`src/rtl/aes_spi_frontend.sv`:
```
// Serial slave front-end for one AES core: deserialises msg+key, starts the core, serialises the result.
// Optional frame parity bit is enabled by defining AES_SPI_PARITY_EN.
module aes_spi_frontend #(
  parameter int nk = 4,
  parameter int nb = 4,
  parameter int nr = 10
) (
  input  logic              clk,
  input  logic              rst,
  input  logic              cs,
  input  logic              Mosi,
  input  logic              in_valid,
  output logic              Miso,
  output logic              out_valid,
  output logic [32*nb-1:0]  core_msg,
  output logic [32*nk-1:0]  core_key,
  output logic              core_start,
  input  logic              core_done,
  input  logic [32*nb-1:0]  core_result,
  output logic              frame_err,
  output logic [1:0]        dbg_state
);

  localparam int MW = 32 * nb;
  localparam int KW = 32 * nk;
  localparam int DW = MW + KW;
`ifdef AES_SPI_PARITY_EN
  localparam int FLEN = DW + 1;
  localparam int RXW  = DW;
`else
  localparam int FLEN = DW;
  localparam int RXW  = DW - 1;
`endif
  localparam int CW = $clog2(FLEN + 1);

  if (nb != 4 || !(nk == 4 || nk == 6 || nk == 8) || nr != nk + 6) begin : g_bad_cfg
    $error("aes_spi_frontend: unsupported nk/nb/nr combination");
  end

  typedef enum logic [1:0] {S_IDLE, S_RECV, S_WAIT, S_SEND} state_e;

  state_e          state_q, state_d;
  logic [CW-1:0]   cnt_q, cnt_d;
  logic [RXW-1:0]  rx_q, rx_d;
  logic [MW-1:0]   msg_q, msg_d;
  logic [KW-1:0]   key_q, key_d;
  logic            start_q, start_d;
  logic [MW-1:0]   tx_q, tx_d;
  logic            last_q, last_d;
`ifdef AES_SPI_PARITY_EN
  logic            err_q, err_d;
`endif

  // The final frame bit is never shifted into rx: it is either the parity bit or
  // is concatenated directly onto rx when the frame is captured.
  always_comb begin
    state_d   = state_q;
    cnt_d     = cnt_q;
    rx_d      = rx_q;
    msg_d     = msg_q;
    key_d     = key_q;
    start_d   = 1'b0;
    tx_d      = tx_q;
    last_d    = last_q;
`ifdef AES_SPI_PARITY_EN
    err_d     = err_q;
`endif
    out_valid = 1'b0;
    Miso      = 1'b0;
    case (state_q)
      S_IDLE: begin
        if (cs && in_valid) begin
          rx_d    = {rx_q[RXW-2:0], Mosi};
          cnt_d   = CW'(1);
          state_d = S_RECV;
        end
      end
      S_RECV: begin
        if (!cs) begin
          cnt_d   = '0;
          state_d = S_IDLE;
        end else if (in_valid) begin
          if (cnt_q == CW'(FLEN - 1)) begin
            cnt_d = '0;
`ifdef AES_SPI_PARITY_EN
            if ((^rx_q) == Mosi) begin
              {msg_d, key_d} = rx_q;
              start_d        = 1'b1;
              state_d        = S_WAIT;
            end else begin
              err_d   = 1'b1;
              state_d = S_IDLE;
            end
`else
            {msg_d, key_d} = {rx_q, Mosi};
            start_d        = 1'b1;
            state_d        = S_WAIT;
`endif
          end else begin
            rx_d  = {rx_q[RXW-2:0], Mosi};
            cnt_d = cnt_q + 1'b1;
          end
        end
      end
      S_WAIT: begin
        if (core_done) begin
          tx_d    = core_result;
          last_d  = 1'b0;
          state_d = S_SEND;
        end
      end
      S_SEND: begin
        if (cs) begin
          out_valid = 1'b1;
          Miso      = tx_q[MW-1];
          last_d    = tx_q[MW-1];
          tx_d      = {tx_q[MW-2:0], 1'b0};
          cnt_d     = cnt_q + 1'b1;
          if (cnt_q == CW'(MW - 1)) begin
            cnt_d   = '0;
            state_d = S_IDLE;
          end
        end else begin
          Miso = last_q;
        end
      end
      default: state_d = S_IDLE;
    endcase
  end

  always_ff @(posedge clk) begin
    if (!rst) begin
      state_q <= S_IDLE;
      cnt_q   <= '0;
      rx_q    <= '0;
      msg_q   <= '0;
      key_q   <= '0;
      start_q <= 1'b0;
      tx_q    <= '0;
      last_q  <= 1'b0;
`ifdef AES_SPI_PARITY_EN
      err_q   <= 1'b0;
`endif
    end else begin
      state_q <= state_d;
      cnt_q   <= cnt_d;
      rx_q    <= rx_d;
      msg_q   <= msg_d;
      key_q   <= key_d;
      start_q <= start_d;
      tx_q    <= tx_d;
      last_q  <= last_d;
`ifdef AES_SPI_PARITY_EN
      err_q   <= err_d;
`endif
    end
  end

  assign core_msg   = msg_q;
  assign core_key   = key_q;
  assign core_start = start_q;
  assign dbg_state  = state_q;
`ifdef AES_SPI_PARITY_EN
  assign frame_err  = err_q;
`else
  assign frame_err  = 1'b0;
`endif

endmodule
```
`config.mk`:
```
export PLATFORM = sky130hd
export DESIGN_NAME = aes_spi_frontend
export DESIGN_NICKNAME = d
export VERILOG_FILES = /design/src/rtl/aes_spi_frontend.sv
export SDC_FILE = /design/constraint.sdc
export NUM_CORES = 1
export LEC_CHECK = 0
export BUFFER_PORTS_ARGS = -buffer_cell sky130_fd_sc_hd__buf_2
export CAP_MARGIN = 20
export CORE_MARGIN = 5
export CORE_UTILIZATION = 25
export DETAILED_ROUTE_END_ITERATION = 10
export PLACE_DENSITY = 0.39
export SYNTH_ARGS = -nofsm -noshare
export SYNTH_HDL_FRONTEND = slang
export SYNTH_SLANG_ARGS = --single-unit
```
`constraint.sdc`:
```
create_clock -name clk -period 2.25 [get_ports clk]
set_input_delay 0.45 -clock clk [delete_from_list [all_inputs] [get_ports clk]]
set_output_delay 0.45 -clock clk [all_outputs]
set_load 0.02 [all_outputs]
```
==> flow_summary.ini <==
[outcome]
outcome = finished, final reports clean

[timing]
max_clock_freq_ghz = 0.463
finalCriticalPeriod_ns = 2.16
slew_headroom_pct = 55.4
tightest_slew_ns = 0.664
min_period_over_period_pct = 96.0
timing.hold.ws_ns = 0.0835
rsz0062_at_grt = yes
fin_ws_ns = 0.0898
final_max_slew_viol_count = 0
fin_tns_setup_ns = 0
hold_violations = 0
skew_ns = 0.0217
setup_violations = 0

[route]
drtIter0Drc = 1420
drt-vias-per-instance = 4.55
vias = 21500
finalWirelength_um = 81800
dr.pass1.iters = 5
drc = 0
wl_per_cell_um = 17.3
detail-route-antenna-nets = 0

[critical_path]
max_stage_delay_ns = 0.37
ff2ff_setup_slack_ns = 0.09
slowest_stage = or3_4
rr_endpoint = core_key[72]
arrival_ns = 2.68
critPathKind = flop to flop
endpoint_kind = flop
critPathLaunchType = flop
cp.required_ns = 2.77
reg2reg_from = cnt_q[0]
path_max_fanout = 43
path_cells = ha_2 > and4_4 > nand3_2 > inv_2 > ha_4 > nand2_4 > or3_4 > buf_4 > buf_16 > nand2_1 > a21oi_2
reg2regPathDepth = 11

[synth]
avgSynthCellArea_um2 = 7.91
synth_fp_nets = 3187
synth_edf_count = 0
ys.flop_type = dfxtp_1
synth_cell_types = 40
synth_top_area_share_pct = 54.1
yosysTopAreaCell = dfxtp_1
synth_seq_cells = 652
netlist_area_um2 = 24100
yosysWarnings = 0
ys_seq_area_share_pct = 54.1
synth_xor_area_share_pct = 0
synthTopCellsByArea = dfxtp_1 (54%), nand2_1 (18%), a21oi_1 (11%)
synth.area.mux_share_pct = 0.0830
async_reset_ff_share_pct = 0
synth-compound-area-share_pct = 16.0
syn_inst = 3050
yosys.area_share.adder_pct = 0.156
yosys.area_share.simple_pct = 23.7
synth_top_family_by_area = simple AND/OR/NAND/NOR gates

[grt]
antenna_found_initial = 1
grt_pass1_wl_um = 119000
grt_max_degree = 95
grt_pass1_vias = 20700
gr-usage-all-layers_pct = 14.2
overflow = 0

[finish]
nFillCells = 10400
multi_input_area_um2 = 9790
area_growth_pct = 29.3
layout-drive-gt1-share_pct = 19.8
finish.instance_area_um2 = 31200
final_common_cell = nand2_1
nNetsFinal = 3529
ff_latch_area_um2 = 13100
final_cell_mix = nand2_1 (1157), dfxtp_1 (648), a21oi_1 (498), buf_2 (394), nor2_1 (134)
antenna_cells = 0

[clock_network]
clk_pin_slew_worst_paths_ns = 0.06
clk_latency_ns = 0.64
clock-sinks = 652
clockBufferDepth = 3
holdBufCountCts = 0
cts_tree = done
cts_buffers = 79
htreeDepth = 3
root_buffer = clkbuf_16

[run]
drv_cap = 0

[power]
combPwrFrac_pct = 3.6
sw_frac_of_total_pct = 23.1
p_sw_mw = 5.79
total_power_mw = 25.0
cellPowerDensity_nw_per_um2 = 803
ir_drop_mv = 0.410
power_leakage_nw = 11.3
sequentialPowerShare_pct = 46.2
clkPwrFrac_pct = 50.2
p_int_mw = 19.3

[die]
core_um2 = 96300
start_util_pct = 25.1
die_width_um = 321
rows = 114
dieArea_um2 = 103000
boundaryPins = 396
die_h_um = 321

[placed_design]
io_buffer_count = 394
gp_congestion = 0.708
place_area_um2 = 27500
hpwl_um = 48500
post-place-ws_ns = -0.0530

[worst_hold_path]
holdCritPathClass = input pin to flop
min_to = tx_q[54]
whs_path_depth = 3
min_from = core_result[54]
==> how the worst max path moves through the flow <==
| stage | start | endpoint | slack (ns) | cells after the start |
|---|---|---|---|---|
| final | cnt_q[0] | core_key[72] | 0.09 | 11 |
| after global routing | cnt_q[1] | core_key[72] | -0.01 | 11 |
| after CTS | cnt_q[0] | rx_q[151] | 0.01 | 11 |
| after detailed placement | cnt_q[0] | rx_q[248] | -0.05 | 11 |
| after global placement | cnt_q[0] | rx_q[236] | -0.03 | 11 |
| after floorplan | cnt_q[0] | core_msg[100] | 0.02 | 13 |
==> sequential cells by signal (all words and copies together) (netlist names), named ones only <==
| signal | count |
|---|---|
| cnt_q | 9 |
| core_key | 128 |
| core_msg | 128 |
| core_start | 1 |
| dbg_state | 1 |
| last_q | 1 |
| rx_q | 255 |
| tx_q | 128 |
==> area by class of cell <==
class	instances	share of cell area [%]
Clock inverter	23	0.814
Timing Repair Buffer	524	13.5
Multi-Input combinational cell	2130	31.4
Sequential cell	652	41.9
Clock buffer	113	7.32
Inverter	5	0.0842
Tap cell	1276	5.12
==> per-layer routing <==
layer	part of all wire, %	up-vias	GRT usage (%)	wire length [um]
li1	-	10900	-	-
met3	4.8	85	3.25	3950
met4	2.2	2	4.55	1800
met5	0.016	-	0	13
met1	46	10200	19.0	37900
met2	47	394	22.7	38200
==> synthesized netlist by cell type, types with 2 or more instances <==
library cell and n:
buf_2 112, nor3_1 3, mux2i_1 2, nand2_1 1162, a311oi_1 128, dfxtp_1 652
nand4_1 10, nand3b_1 2, buf_4 4, buf_6 37, buf_1 6, a31oi_1 7
nand3_1 133, inv_1 4, a21oi_1 516, o21a_1 5, nand2b_1 2, nor2b_1 2
clkbuf_1 104, ha_1 3, o21ai_0 4, nor2_1 134
==> what timing repair did <==
item / CTS / global route
gates cloned: 2 / 31
gates resized for setup: 8 / 58
buffers inserted: 2 / 11
pin swaps: 2 / 3
setup endpoints to repair: 91 / 501
==> kinds of logic (layout without fill, tap and decap cells) <==
logic type,Yosys count,in the layout
fa+ha+maj,3,3
flops,652,652
compound gates,668,668
simple gates,1456,1456
other cells,1,1
mux,2,2
buf+inv,268,665
==> power groups by stage <==
stage          registers, mW  clock network, mW  logic (mW)
3_5_place_dp            11.8                  0       0.860
3_3_place_gp            11.8                  0       0.870
5_1_grt                 11.6               13.5       0.997
2_1_floorplan           11.8                  0       0.448
6_report                11.6               12.6       0.906
4_1_cts                 11.6               13.1       0.865
==> through the flow <==
stage | util, % | std cells
final | 32.4 | 4723
after global routing | 32.4 | 4723
after CTS | 31.3 | 4681
after detailed placement | 28.5 | 4541
after global placement | 28.5 | 4541
after floorplan | - | 3050
==> critical path, delay by kind of cell, from the launching register on <==
| family | cells | cell delay [ns] |
|---|---|---|
| AND/OR/NAND/NOR | 5 | 0.88 |
| buffers and inverters | 3 | 0.43 |
| flip-flops | 1 | 0.33 |
| adder cells (fa/ha/maj) | 2 | 0.31 |
| AO/OA/AOI/OAI | 1 | 0.06 |
Note: power is estimated with default switching activity, not from simulation.
